<file path="src/rtl/speles_pkg.sv">
// Shared definitions for the binary guessing game control logic:
// state encoding, datapath widths and the per-level round-time rule.
package speles_pkg;

   localparam int LEVEL_W = 8;
   localparam int TIME_W  = 5;

   localparam logic [1:0] ST_IDLE  = 2'b00;
   localparam logic [1:0] ST_PLAY  = 2'b01;
   localparam logic [1:0] ST_CHECK = 2'b10;
   localparam logic [1:0] ST_OVER  = 2'b11;

   typedef enum logic [1:0] {
      S_IDLE  = ST_IDLE,
      S_PLAY  = ST_PLAY,
      S_CHECK = ST_CHECK,
      S_OVER  = ST_OVER
   } state_e;

   // Round length for a level: one second shorter per level, floored at
   // t_min and clamped to what the seconds counter can show.
   function automatic logic [TIME_W-1:0] round_time(input int lvl,
                                                    input int t_init,
                                                    input int t_min);
      int v;
      v = t_init - (lvl - 1);
      if (v < t_min) v = t_min;
      if (v > (1 << TIME_W) - 1) v = (1 << TIME_W) - 1;
      if (v < 0) v = 0;
      return v[TIME_W-1:0];
   endfunction

endpackage

</file>
<file path="src/rtl/speles_timer.sv">
// Round timer: a prescaler producing one tick per TICK_DIV clocks and a
// seconds down-counter. `expire` flags the tick that takes the count from 1
// to 0, so the FSM can act on it in the same cycle.
module speles_timer
   import speles_pkg::*;
#(
   parameter int TICK_DIV = 50_000_000
) (
   input  logic              clk,
   input  logic              rst,
   input  logic              load,
   input  logic [TIME_W-1:0] load_val,
   input  logic              run,
   output logic [TIME_W-1:0] time_v,
   output logic              expire
);

   localparam int               CNT_W    = $clog2(TICK_DIV);
   localparam logic [CNT_W-1:0] CNT_LAST = CNT_W'(TICK_DIV - 1);

   logic [CNT_W-1:0]  r_cnt;
   logic [TIME_W-1:0] r_time;
   logic              w_tick;

   assign w_tick = (r_cnt == CNT_LAST);
   // Not qualified by run: the FSM gates it with its own PLAY state.
   assign expire = w_tick && (r_time == TIME_W'(1));
   assign time_v = r_time;

   // Prescaler and seconds counter; a load restarts the second from zero.
   always_ff @(posedge clk) begin
      if (rst) begin
         r_cnt  <= '0;
         r_time <= '0;
      end else if (load) begin
         r_cnt  <= '0;
         r_time <= load_val;
      end else if (run) begin
         if (w_tick) begin
            r_cnt <= '0;
            if (r_time != '0) r_time <= r_time - TIME_W'(1);
         end else begin
            r_cnt <= r_cnt + CNT_W'(1);
         end
      end
   end

endmodule

</file>
<file path="src/rtl/speles_logika.sv">
// Top-level control for the guessing game: press detection, game FSM,
// level register and the round timer. Outputs are registered except
// g_enable, which is decoded from the state.
module speles_logika
   import speles_pkg::*;
#(
   parameter int TICK_DIV  = 50_000_000,
   parameter int TIME_INIT = 30,
   parameter int TIME_MIN  = 5
) (
   input  logic       clk,
   input  logic       rst,
   input  logic       guess_b,
   input  logic       cmp_r,
   input  logic       end_f,
   output logic [0:1] state,
   output logic [0:7] level,
   output logic       time_f,
   output logic [0:4] time_v,
   output logic       g_enable
);

   localparam logic [LEVEL_W-1:0] LEVEL_MAX = '1;

   state_e             r_state;
   logic [LEVEL_W-1:0] r_level;
   logic               r_time_f;
   logic               r_guess_q;
   logic               r_rst_q;

   logic               w_press;
   logic               w_expire;
   logic               w_timeout;
   logic               w_load;
   logic               w_run;
   logic [TIME_W-1:0]  w_load_val;
   logic [TIME_W-1:0]  w_time_v;
   logic [LEVEL_W-1:0] w_level_inc;

   // r_rst_q masks the first cycle after reset so a button held through
   // reset release is not mistaken for a fresh press.
   assign w_press     = guess_b & ~r_guess_q & ~r_rst_q;
   assign w_timeout   = (r_state == S_PLAY) && w_expire;
   assign w_level_inc = (r_level == LEVEL_MAX) ? r_level : r_level + LEVEL_W'(1);

   // Timer runs only while playing; a press freezes it unless the same
   // tick is the one that expires the round.
   assign w_run = (r_state == S_PLAY) && !end_f && (!w_press || w_expire);

   // Timer reload requests on round start, next level and return to idle.
   always_comb begin
      w_load     = 1'b0;
      w_load_val = '0;
      case (r_state)
         S_IDLE: begin
            if (w_press) begin
               w_load     = 1'b1;
               w_load_val = round_time(1, TIME_INIT, TIME_MIN);
            end
         end
         S_CHECK: begin
            if (!end_f && w_press && cmp_r) begin
               w_load     = 1'b1;
               w_load_val = round_time(int'(w_level_inc), TIME_INIT, TIME_MIN);
            end
         end
         S_OVER: begin
            if (w_press) begin
               w_load     = 1'b1;
               w_load_val = '0;
            end
         end
         default: ;
      endcase
   end

   // Game FSM with level register, timeout flag and press edge detector.
   always_ff @(posedge clk) begin
      if (rst) begin
         r_state   <= S_IDLE;
         r_level   <= '0;
         r_time_f  <= 1'b0;
         r_guess_q <= 1'b0;
         r_rst_q   <= 1'b1;
      end else begin
         r_guess_q <= guess_b;
         r_rst_q   <= 1'b0;
         case (r_state)
            S_IDLE: begin
               if (w_press) begin
                  r_state <= S_PLAY;
                  r_level <= LEVEL_W'(1);
               end
            end
            S_PLAY: begin
               if (end_f) begin
                  r_state <= S_OVER;
               end else if (w_timeout) begin
                  r_state  <= S_OVER;
                  r_time_f <= 1'b1;
               end else if (w_press) begin
                  r_state <= S_CHECK;
               end
            end
            S_CHECK: begin
               if (end_f) begin
                  r_state <= S_OVER;
               end else if (w_press) begin
                  if (cmp_r) begin
                     r_state <= S_PLAY;
                     r_level <= w_level_inc;
                  end else begin
                     r_state <= S_OVER;
                  end
               end
            end
            S_OVER: begin
               if (w_press) begin
                  r_state  <= S_IDLE;
                  r_level  <= '0;
                  r_time_f <= 1'b0;
               end
            end
            default: r_state <= S_IDLE;
         endcase
      end
   end

   speles_timer #(
      .TICK_DIV (TICK_DIV)
   ) u_timer (
      .clk      (clk),
      .rst      (rst),
      .load     (w_load),
      .load_val (w_load_val),
      .run      (w_run),
      .time_v   (w_time_v),
      .expire   (w_expire)
   );

   assign state    = r_state;
   assign level    = r_level;
   assign time_f   = r_time_f;
   assign time_v   = w_time_v;
   assign g_enable = (r_state == S_PLAY);

endmodule

</file>
<file path="config.mk">
export PLATFORM = sky130hd
export DESIGN_NAME = speles_logika
export DESIGN_NICKNAME = d
export VERILOG_FILES = /design/src/rtl/speles_pkg.sv /design/src/rtl/speles_timer.sv /design/src/rtl/speles_logika.sv
export SDC_FILE = /design/constraint.sdc
export NUM_CORES = 1
export LEC_CHECK = 0
export BUFFER_PORTS_ARGS = -buffer_cell sky130_fd_sc_hd__clkbuf_2
export CAP_MARGIN = 20
export CORE_ASPECT_RATIO = 1.75
export CORE_MARGIN = 1
export CORE_UTILIZATION = 63
export CTS_BUF_LIST = sky130_fd_sc_hd__clkbuf_4
export CTS_CLUSTER_SIZE = 8
export DETAILED_ROUTE_END_ITERATION = 12
export PLACE_DENSITY = 0.83
export SLEW_MARGIN = 20
export SYNTH_ARGS = -nofsm -noshare
export SYNTH_HDL_FRONTEND = slang
export SYNTH_SLANG_ARGS = --single-unit
export TNS_END_PERCENT = 10
</file>
<file path="constraint.sdc">
create_clock -name clk -period 4.9 [get_ports clk]
set_input_delay 0.49 -clock clk [delete_from_list [all_inputs] [get_ports clk]]
set_output_delay 0.49 -clock clk [all_outputs]
set_load 0.05 [all_outputs]
</file>
# Yosys cells after proc, flatten, opt, wreduce, memory -nomap -nowiden
# Index checks and enable logic that the tools add are counted.
totals:
  regBits: 44
  in_bits: 5
  out_inout_bits: 17
  elab_cells: 95
classes:
  addsub: 5
  order_cmp: 3
  eq_ne: 15
  muxes: 39
  bitwise: 4
  n_reduce_logical: 22
op_table:
  columns: ["op", "count"]
  rows:
  - ["$mux W32", 6]
  - ["$mux W8", 6]
  - ["$mux W5", 7]
  - ["$gt A32 B6 Y1 const B", 1]
  - ["$lt A32 B1 Y1 const B", 1]
  - ["$add A26 B1 Y26 const B", 1]
  - ["$eq A26 B26 Y1 const B", 1]
  - ["$mux W26", 1]
  - ["$pmux W8 S3", 1]
  - ["$mux W2", 8]
  - ["$ne A2 B2 Y1 const B", 6]
  - ["$lt A10 B4 Y1 const B", 1]
  - ["$pmux W5 S2", 1]
  - ["$sub A6 B9 Y10 const A", 1]
  - ["$sub A8 B1 Y9 const B", 1]
  - ["$add A8 B1 Y8 const B", 1]
  - ["$eq A8 B8 Y1 const B", 1]
  - ["$pmux W2 S4", 1]
  - ["$reduce_and A4 Y1", 2]
  - ["$reduce_bool A2 Y1", 4]
  - ["$logic_and A1 B1 Y1", 6]
  - ["$mux W1", 6]
  - ["$reduce_and A6 Y1", 1]
  - ["$eq A5 B1 Y1 const B", 1]
  - ["other kinds (16)", 22]

# Depth between registers and ports, before layout
# Gate-level depths: netlist of run 1.
depth:
  ltp_word: 17
  depth_mapped: 18
  mapped_depth_nobuf: 17

# Cells and area by module
# A second synthesis of run 1 with hierarchy kept.
hier_totals:
  cells_unflattened: 418
  hier_area_um2: 3223.1
modules_own_cells:
  columns: ["mod", "instances", "cells_each", "area_per_inst_um2", "seq_area_each_um2"]
  rows:
  - ["speles_timer", 1, 216, 1756.7, 620.6]
  - ["speles_logika", 1, 202, 1466.4, 260.2]

# Worst setup path after synthesis of run 1
# No wires, ideal clock.
synth_timing:
  kind: "register to register"
  from: "register r_level[1] (netlist: level[6])"
  to: "register u_timer.r_time[1] (netlist: u_timer.time_v[1])"
  setup_time_ns: 0.101
  t_arrival_ns: 4.226
  t_required_ns: 4.799
  path_slack_ns: 0.573
  stages_incl_launch_ff: 16
  n_path_buf: 1
  period_less_slack_ns: 4.327
  path_cell_list: "dfxtp_1 ha_1 and4_1 clkbuf_1 nand3_1 and2_1 ha_1 or4_1 a21o_1 a31oi_2 and3b_1 ha_1 nor3_1 o21ai_0 o21ba_2 o41ai_1"
synth_between:
  elab_chain_cells: 17
  word_cells_on_any_way: 18
  cone_classes: "add/sub: 3; order compare: 3; eq/ne: 1; mux: 11"
synth_lines:
  columns: ["item", "line", "source"]
  rows:
  - ["from (decl)", "speles_logika.sv:26", "logic [LEVEL_W-1:0] r_level;"]
  - ["from (signal assigned)", "speles_logika.sv:111", "r_level <= w_level_inc;"]
  - ["$add A8 B1 Y8 or $eq A8 B8 Y1 (tied branches)", "speles_logika.sv:44", "assign w_level_inc = (r_level == LEVEL_MAX) ? r_level : r_level + LEVEL_W'(1);"]
  - ["$mux W8 *", "speles_logika.sv:44", null]
  - ["$sub A8 B1 Y9 *", "speles_pkg.sv:26", "v = t_init - (lvl - 1);"]
  - ["$sub A6 B9 Y10 *", "speles_pkg.sv:26", null]
  - ["$lt A10 B4 Y1", "speles_pkg.sv:27", "if (v < t_min) v = t_min;"]
  - ["$mux W32 *", "speles_pkg.sv:27", null]
  - ["$mux W32 *", "speles_logika.sv:62", "if (!end_f && w_press && cmp_r) begin"]
  - ["$mux W32 *", "speles_logika.sv:54", "case (r_state)"]
  - ["$gt A32 B6 Y1", "speles_pkg.sv:28", "if (v > (1 << TIME_W) - 1) v = (1 << TIME_W) - 1;"]
  - ["$mux W32 *", "speles_pkg.sv:28", null]
  - ["$mux W32 *", "speles_logika.sv:62", null]
  - ["$mux W32 *", "speles_logika.sv:54", null]
  - ["$lt A32 B1 Y1", "speles_pkg.sv:29", "if (v < 0) v = 0;"]
  - ["$mux W5 *", "speles_pkg.sv:29", null]
  - ["$mux W5 *", "speles_logika.sv:62", null]
  - ["$pmux W5 S2 *", "speles_logika.sv:54", null]
  - ["$mux W5 *", "speles_timer.sv:35", "end else if (load) begin"]
  - ["to (signal assigned)", "speles_timer.sv:37", "r_time <= load_val;"]
  - ["to (signal assigned)", "speles_timer.sv:41", "if (r_time != '0) r_time <= r_time - TIME_W'(1);"]
  - ["to (decl)", "speles_timer.sv:22", "logic [TIME_W-1:0] r_time;"]
# Every way passes the cells marked *; elsewhere a longest branch is shown, timed or not. The select of a mux whose other input is x is not followed.
# A chain may end at the register's enable or synchronous reset.

# Worst setup path in the final report of run 1
layout_timing:
  from: "register r_level[0] (netlist: level[7])"
  to: "register u_timer.r_time[1] (netlist: u_timer.time_v[1])"
# The elaborated chain is that of the path after synthesis.

==> results of run 1 <==
path summary, 6_finish.rpt:
check / start / endpoint / slack, ns
setup / recovery: level[7] / u_timer.time_v[1] / 0.36
hold / removal: guess_b / r_guess_q / 0.35
setup reg to reg: level[7] / u_timer.time_v[1] / 0.36
hold reg to reg: u_timer.r_cnt[25] / u_timer.r_cnt[25] / 0.52
registers in the layout, summed over array words and instances, names as in the netlist:
signal	cells
time_f	1
state	2
u_timer.time_v	5
r_rst_q	1
level	8
u_timer.r_cnt	26
r_guess_q	1
power by group:
part / switching, mW / internal (mW)
registers: 0.0333 / 0.378
clock network: 0.117 / 0.0603
logic: 0.363 / 0.183
worst max-delay path, cell delays in order, from the launching register on:
cell,delay [ns]
dfxtp_1,0.54
ha_1,0.32
nand4_1,0.25
nor2_2,0.29
xor2_2,0.31
ha_1,0.32
o211a_1,0.21
o211ai_1,0.11
o21a_1,0.21
a211oi_1,0.33
a31oi_2,0.23
and3b_1,0.26
ha_1,0.26
nor3_1,0.18
o21ai_0,0.12
o21ba_2,0.27
o41ai_1,0.25
Yosys cell counts (2+ instances only):
master and instances:
nor3b_1 2, o21ai_0 20, nor3_1 10, or3_1 8, and2_1 3, nand3_2 2, o21a_1 2, buf_2 5
nand2_1 17, ha_1 12, nand4_1 13, nor2_1 57, xor2_1 8, and3_1 5, nand3_1 16, inv_1 15
nand3b_1 2, o211a_1 2, o31ai_1 2, a221oi_1 2, clkbuf_1 8, a21oi_1 25, a22oi_1 8, and4_1 2
a211oi_1 7, o211ai_1 3, dfxtp_1 44, a21o_1 7, or4_1 2, xnor2_1 18, nand2b_1 4, a31oi_1 6
nor4_1 6, nor2b_1 4, nand4b_1 2
per-layer routing:
metal	global-route usage, %	routed length (µm)
met2	59.77	4004
met1	33.88	2848
met4	16.01	277
met3	6.076	268
met5	0	0
final cells by class:
cell class | instances | area (µm²)
multi-input cells | 304 | 1961
fillers | 398 | 1299
flip-flops and latches | 44 | 880.8
repair buffers | 24 | 127.6
well taps | 51 | 63.81
inverters | 15 | 56.30
clock buffers | 6 | 45.04
clock inverters | 2 | 11.26
logic make-up (layout without fill, tap and decap cells):
kind of cell             after synthesis  in the layout
AND/OR/NAND/NOR                      164            164
XOR/XNOR                              26             26
multiplexers                           1              1
flip-flops                            44             44
buffers and inverters                 28             47
adder cells (fa/ha/maj)               12             12
AO/OA/AOI/OAI                        101            101
==> qor.yml, run 1 <==
timing:
  setup_violations: 0
  setup_tns_ns: 0
  relSlewSlack_pct: 35.12
  worst_slack_ns: 0.3580
  rsz0062_at_grt: "no"
  fmax_mhz: 220.2
  hold_viol: 0
  slew_viol_final: 0
  worst_slew_pin_slew_ns: 0.9711
  hold_ws_ns: 0.3526
  period_needed_ns: 4.542
  finalClockSkew_ns: 0.02846
  fin_crit_sh_pct: 92.69
synthesis:
  synth_cells: 376
  async_flop_share_pct: 0
  synth-compound-area-share_pct: 23.34
  synth_top_area_share_pct: 29.93
  synth_top_family_by_area: "simple AND/OR/NAND/NOR gates"
  yosys.area_share.simple_pct: 29.76
  synthAdderAreaFrac_pct: 5.102
  ys_seq_area_share_pct: 29.93
  synth_edf_count: 0
  synth_top_area_cell: "dfxtp_1"
  ys_types: 62
  synth-xor-area-share_pct: 7.738
  yosys-top-cells-area: "dfxtp_1, nor2_1, xnor2_1, ha_1, a21oi_1"
  synth_warnings: 0
  syn_nets: 393
  synthMuxAreaShare_pct: 0.3401
  synth-main-ff-cell: "dfxtp_1"
  syn_area_um2: 2943
  ys_seq_elements: 44
  synth_area_per_cell_um2: 7.827
layout:
  layout_commonest_cell: "nor2_1"
  fin_area_um2: 3146
  drive_above_1_share_pct: 11.90
  synthToLayoutAreaGrowth_pct: 6.888
  fin_nets: 411
  finish.utilization_pct: 70.78
  final_cells: 446
  mostFrequentLayoutCells: "nor2_1, dfxtp_1, a21oi_1, clkbuf_2, o21ai_0"
  antenna_cells: 0
clock_tree:
  tritoncts: "built"
  clk_latency_ns: 0.37
  cts_htree_levels: 2
  post_cts_resized: 0
  cts_sinks: 44
  clockBufferDepth: 2
  clkTransAtPathRegs_ns: 0.15
  post_cts_buffers: 0
  cts_buffers: 5
  cts-root-buf: "clkbuf_4"
  cts_hold_buf: 0
floorplan:
  core-area_um2: 4444
  dieArea_um2: 4959
  die_w_um: 53.67
  pin_count: 22
  initial_core_util_pct: 66.22
  die_y_um: 92.41
  num_rows: 32
status:
  outcome: "finished, final reports clean"
power:
  power_mw: 1.135
  p_per_area_nw_per_um2: 360.8
  max-vdd-ir-drop_v: 0.0002395
  p_leak_nw: 1.124
drt:
  avgRoutedWirePerCell_um: 16.59
  dr.first_iter.drc_count: 78
  ant_nets: 0
  vias: 2877
  first_pass_iters: 4
  drc: 0
  vias_per_cell: 6.451
  wl_mm: 7.398
place:
  pre_cts_slack_ns: 0.3164
  place.gp.congestion: 0.9211
  io_buffers: 21
  placed_area_um2: 3079
  place_inst: 438
  dp_hpwl_mm: 5.574
worst_setup_path:
  worst_setup_path_start_kind: "flip-flop"
  rr_worst_depth: 16
  path_class: "reg2reg"
  cp.required_ns: 5.18
  worstPathArrival_ns: 4.82
  path_max_fanout: 10
  cp-end-kind: "flip-flop"
global_routing:
  grt.overflow.total: 0
  grt_pass1_vias: 2738
  grt.total_usage_pct: 33.05
  grt_max_degree: 26
  grt_antenna_before_repair: 0
  grt_pass1_wl_mm: 12.29
min_path:
  whs_path_depth: 2
  hold_path_class: "in2reg"
flow_run:
  cap_viol_max_count: 0
Power figures use the tool's default switching activity.
==> run 2, diff against run 1 <==
- ABC_AREA: unset -> 1
- BUFFER_PORTS_ARGS: -buffer_cell sky130_fd_sc_hd__clkbuf_2 -> unset
- CORE_UTILIZATION: 63 -> 66
- DONT_BUFFER_PORTS: unset -> 1
- PLACE_DENSITY: 0.83 -> 0.82
- clock period: 4.9 -> 4.6 ns (I/O delays scaled with it)
==> run 2 against run 1 <==
  * Maximum frequency is 21% higher
  * Clock-buffer cell count stayed put
  * Critical path depth is 9 higher
  * Worst setup slack better by 0.50 ns
  * Cell area is 5.3% higher
  * Routed wire length is 10% higher
==> qor.yml, run 2 <==
clock_tree:
  clk_latency_ns: 0.37
  clockBufferDepth: 2
  clkTransAtPathRegs_ns: 0.13
  cts_hold_buf: 0
  cts_buffers: 5
  post_cts_buffers: 0
  post_cts_resized: 0
  cts-root-buf: "clkbuf_4"
  cts_sinks: 44
  tritoncts: "built"
  cts_htree_levels: 2
layout:
  fill_cells: 452
  fin_nets: 537
  largest_reg_flops: 26
  final_cells: 572
  synthToLayoutAreaGrowth_pct: 4.375
  antenna_cells: 0
  multiInputGateArea_um2: 1991
  final-seq-area_um2: 880.8
  regMostFlops: "u_timer.r_cnt"
  mostFrequentLayoutCells: "nand2_1, inv_1, nor2_1, dfxtp_1, a21oi_1"
  drive_above_1_share_pct: 8.077
  layout_commonest_cell: "nand2_1"
worst_setup_path:
  cp-end-kind: "flip-flop"
  cp_common_cell: "nand2_1"
  path_class: "reg2reg"
  cpPeakStageDelay_ns: 0.33
  crit_slowest_cell: "dfxtp_1"
  path_max_fanout: 9
  worst_setup_path_start_kind: "flip-flop"
  r2r_setup_slack_ns: 0.86
  cp.required_ns: 4.90
  worstPathArrival_ns: 4.04
synthesis:
  synth_warnings: 0
  synth_top_area_cell: "dfxtp_1"
  syn_area_um2: 3174
  ys_types: 40
  syn_nets: 528
  ys_seq_elements: 44
  synth_edf_count: 0
  synth_cells: 511
  yosys-top-cells-count: "nand2_1, inv_1, nor2_1, dfxtp_1, a21oi_1"
  ys_seq_area_share_pct: 27.75
  yosys.cell_count.top_type: "nand2_1"
  synth_top_area_share_pct: 27.75
  synth-main-ff-cell: "dfxtp_1"
  yosys-top-cells-area: "dfxtp_1, nand2_1, inv_1, nor2_1, a21oi_1"
  synth_area_per_cell_um2: 6.212
  async_flop_share_pct: 0
timing:
  finalClockSkew_ns: 0.01475
  worst_slew_pin_slew_ns: 0.6486
  slew_viol_final: 0
  relSlewSlack_pct: 56.43
  period_needed_ns: 3.740
  fin_crit_sh_pct: 81.31
  setup_tns_ns: 0
  hold_viol: 0
  fmax_mhz: 267.4
  setup_violations: 0
  rsz0062_at_grt: "no"
global_routing:
  grt_max_degree: 20
  grt_pass1_wl_mm: 13.17
  grt.overflow.total: 0
  grt.total_usage_pct: 35.13
  grt_pass1_vias: 3205
  grt_antenna_before_repair: 0
place:
  dp_hpwl_mm: 6.369
  place.gp.congestion: 0.9222
  io_buffers: 0
  place_inst: 565
min_path:
  hold_path_class: "in2reg"
drt:
  drc: 0
  vias: 3340
  wl_mm: 8.137
  ant_nets: 0
  avgRoutedWirePerCell_um: 14.23
  vias_per_cell: 5.839
  first_pass_iters: 5
  dr.first_iter.drc_count: 105
floorplan:
  die_w_um: 54.43
  num_rows: 33
  core-area_um2: 4666
  pin_count: 22
  initial_core_util_pct: 68.03
  dieArea_um2: 5102
  die_y_um: 93.74
power:
  power_mw: 1.257
  p_per_area_nw_per_um2: 379.2
  max-vdd-ir-drop_v: 0.0003485
  p_leak_nw: 1.397
flow_run:
  cap_viol_max_count: 0
status:
  outcome: "finished, final reports clean"
run 2: cell types whose count changed in the layout (fill, tap and decap cells not counted), moves of 14 or more:
cell,delta
nand3_1,+21
clkbuf_2,-21
xnor2_1,-15
nand2_1,+117
a21oi_1,+14
inv_1,+54
run 2: cell type report:
| type | instances | area share, % |
|---|---|---|
| timing repair buffer | 8 | 1.813 |
| sequential | 44 | 26.59 |
| multi-input combinational | 390 | 60.08 |
| tap | 52 | 1.964 |
| clock inverter | 1 | 0.1511 |
| clock buffer | 6 | 1.360 |
| inverter | 71 | 8.044 |
run 2: cells by family (layout without fill, tap and decap cells):
family	after synthesis	after routing	synth area share, %
flip-flops	44	44	27.75
XOR/XNOR	6	6	1.656
AND/OR/NAND/NOR	298	298	43.63
buffers and inverters	77	86	9.539
AO/OA/AOI/OAI	74	74	12.69
adder cells (fa/ha/maj)	12	12	4.730
run 2: where the power goes:
group	switching, mW	total [mW]	internal (mW)
logic	0.390	0.571	0.181
clock network	0.132	0.195	0.0625
registers	0.0859	0.491	0.405
total	0.608	1.26	0.648
run 2: path summary, 6_finish.rpt:
kind | depth (start not counted) | start | to
max | 25 | level[6] | u_timer.time_v[0]
min | 0 | rst | r_rst_q
max reg2reg | 25 | level[6] | u_timer.time_v[0]
min reg2reg | 1 | u_timer.r_cnt[22] | u_timer.r_cnt[22]
run 2: per-layer routing:
metal	global-route usage [%]	up-vias	part of all wire, %
met5	0	-	0
met4	23.72	0	5.9
met3	7.120	47	4.7
met2	67.99	122	56
met1	28.25	1494	33
li1	-	1677	-
run 2: worst max-delay path, delay by kind of cell, from the launching register on:
family                     cells  cell delay, ns
buffers and inverters          4            0.40
adders and majority gates      3            0.77
AOI/OAI and AO/OA              1            0.12
DFF                            1            0.33
and+or+nand+nor               17            2.06
run 2: metrics by stage:
| step | utilization (%) | area [µm²] | hold WS [ns] | setup WS (ns) |
|---|---|---|---|---|
| floorplan | - | 3174 | 0.4284 | 1.027 |
| global placement | 69.94 | 3263 | 0.4476 | 1.056 |
| detailed placement | 69.94 | 3263 | 0.4538 | 0.9361 |
| CTS | 71.01 | 3313 | 0.09416 | 0.8662 |
| global route | 71.01 | 3313 | 0.08560 | 0.3367 |
| finish | 71.01 | 3313 | 0.1051 | 0.8598 |
==> run 3, diff against run 2 <==
- CORE_UTILIZATION: 66 -> 60
- PLACE_DENSITY: 0.82 -> 0.79
- clock period: 4.6 -> 3.43 ns (I/O delays scaled with it)
==> run 3 against run 2 <==
  * Hold slack worse by 0.081 ns
  * Cell area is 3.4% higher
  * First-iteration DRC count is 73% higher
  * Maximum frequency increased by 17%
  * Power is 44% higher
  * Combinational power rose by 45%
  * Critical path type unchanged
  * Critical endpoint is now u_timer.time_v[2]
==> qor.yml, run 3 (synthesized netlist as in run 2, its figures left out) <==
global_routing:
  grt_pass1_vias: 3243
  grt_max_degree: 16
  grt.total_usage_pct: 30.08
  grt_pass1_wl_mm: 13.32
  grt.overflow.total: 0
  grt_antenna_before_repair: 0
floorplan:
  initial_core_util_pct: 63.24
  pin_count: 22
  die_y_um: 98.22
  core-area_um2: 5020
  dieArea_um2: 5597
  num_rows: 34
  die_w_um: 56.99
power:
  comb_power_share_pct: 45.7
  max-vdd-ir-drop_v: 0.0004735
  intPower_uw: 962.9
  p_seq_share_pct: 35.8
  power_frac_clock_pct: 18.5
  p_leak_nw: 1.454
  switchingPower_uw: 846.0
  switching_share_pct: 46.77
  p_per_area_nw_per_um2: 527.8
clock_tree:
  cts_htree_levels: 2
  cts_sinks: 44
  clk_latency_ns: 0.37
  tritoncts: "built"
  clockBufferDepth: 2
  clkTransAtPathRegs_ns: 0.14
  cts_buffers: 5
  cts-root-buf: "clkbuf_4"
  post_cts_buffers: 0
worst_setup_path:
  path_class: "reg2reg"
  cpPeakStageDelay_ns: 0.34
  worstPathArrival_ns: 3.51
  cp-end-kind: "flip-flop"
  worst_setup_path_start_kind: "flip-flop"
  crit_slowest_cell: "dfxtp_2"
  critical-path-top-delay-family: "simple AND/OR/NAND/NOR gates"
  cp_common_cell: "nand2_1"
  crit_buf_inv: 2
  path_max_fanout: 7
  cp.required_ns: 3.74
flow_run:
  cap_viol_max_count: 0
timing:
  hold_ws_ns: 0.02379
  worst_slew_pin_slew_ns: 0.6723
  fin_crit_sh_pct: 93.28
  slew_viol_final: 0
  setup_violations: 0
  period_needed_ns: 3.199
  relSlewSlack_pct: 54.84
  fmax_mhz: 312.6
  hold_viol: 0
  finalClockSkew_ns: 0.02543
layout:
  fill_cells: 473
  largest_reg_flops: 26
  final-seq-area_um2: 883.3
  mostFrequentLayoutCells: "nand2_1, inv_1, nor2_1, dfxtp_1, a21oi_1"
  drive_above_1_share_pct: 10.82
  synthToLayoutAreaGrowth_pct: 7.962
  multiInputGateArea_um2: 2022
  final_cells: 581
  layout_commonest_cell: "nand2_1"
  regMostFlops: "u_timer.r_cnt"
  fin_nets: 543
  antenna_cells: 0
drt:
  vias: 3315
  first_pass_iters: 6
  ant_nets: 0
  wl_mm: 8.010
  dr.first_iter.drc_count: 182
  avgRoutedWirePerCell_um: 13.79
  vias_per_cell: 5.706
  drc: 0
place:
  place_inst: 572
  io_buffers: 0
  dp_hpwl_mm: 6.419
  place.gp.congestion: 0.9369
min_path:
  hold_path_class: "in2reg"
status:
  outcome: "finished, final reports clean"
[run 3: cell count changes in the layout (fill, tap and decap cells not counted), moves of 2 or more]
cell,before,now
buf_4,8,13
dfxtp_1,44,42
dfxtp_2,0,2
nand2_1,134,132
nor2_1,64,60
nor2_2,1,4
[run 3: what timing repair did]
item / in CTS / in global routing
hold buffers: 1 / 0
endpoints found under the setup margin: 0 / 5
resized for setup: 0 / 10
hold endpoints to repair: 1 / 0
[run 3: metal layers]
metal  wire, µm  part of all wire, %  global-route usage (%)
met5          0                    0                       0
met4        365                  4.6                   17.26
met3        224                  2.8                   4.901
met2       4579                   57                   60.18
met1       2841                   35                   26.56
[run 3: final timing paths]
check,slack [ns],startpoint,cells past startpoint,end
worst max-delay path,0.23,level[7],25,u_timer.time_v[2]
worst min-delay path,0.02,rst,1,r_guess_q
worst max register to register,0.23,level[7],25,u_timer.time_v[2]
worst min register to register,0.47,u_timer.r_cnt[22],1,u_timer.r_cnt[22]
[run 3: power by group through the flow]
| stage | combinational, mW | sequential (mW) | clock, mW |
|---|---|---|---|
| 3_3_place_gp | 0.770 | 0.657 | 0 |
| 3_5_place_dp | 0.792 | 0.658 | 0 |
| 2_1_floorplan | 0.598 | 0.681 | 0 |
| 4_1_cts | 0.799 | 0.646 | 0.341 |
| 6_report | 0.827 | 0.647 | 0.335 |
| 5_1_grt | 0.928 | 0.651 | 0.363 |
[run 3: layout make-up]
class                   count  share of cell area, %
clock buffers               5                  1.095
clock inverters             3                  1.241
inverters                  71                  7.777
multi-input cells         390                  59.00
flip-flops and latches     44                  25.78
well taps                  54                  1.972
repair buffers             14                  3.140
[run 3: stage by stage]
step / TNS (ns) / area (µm²) / power [mW] / util (%) / setup slack, ns
after floorplan: 0 / 3177 / 1.279 / - / 0.01449
after global placement: 0 / 3306 / 1.427 / 65.85 / 0.3211
after detailed placement: 0 / 3306 / 1.450 / 65.85 / 0.1603
after CTS: 0 / 3396 / 1.786 / 67.65 / 0.1376
after global routing: -0.04239 / 3427 / 1.943 / 68.27 / -0.02482
final: 0 / 3427 / 1.809 / 68.27 / 0.2306
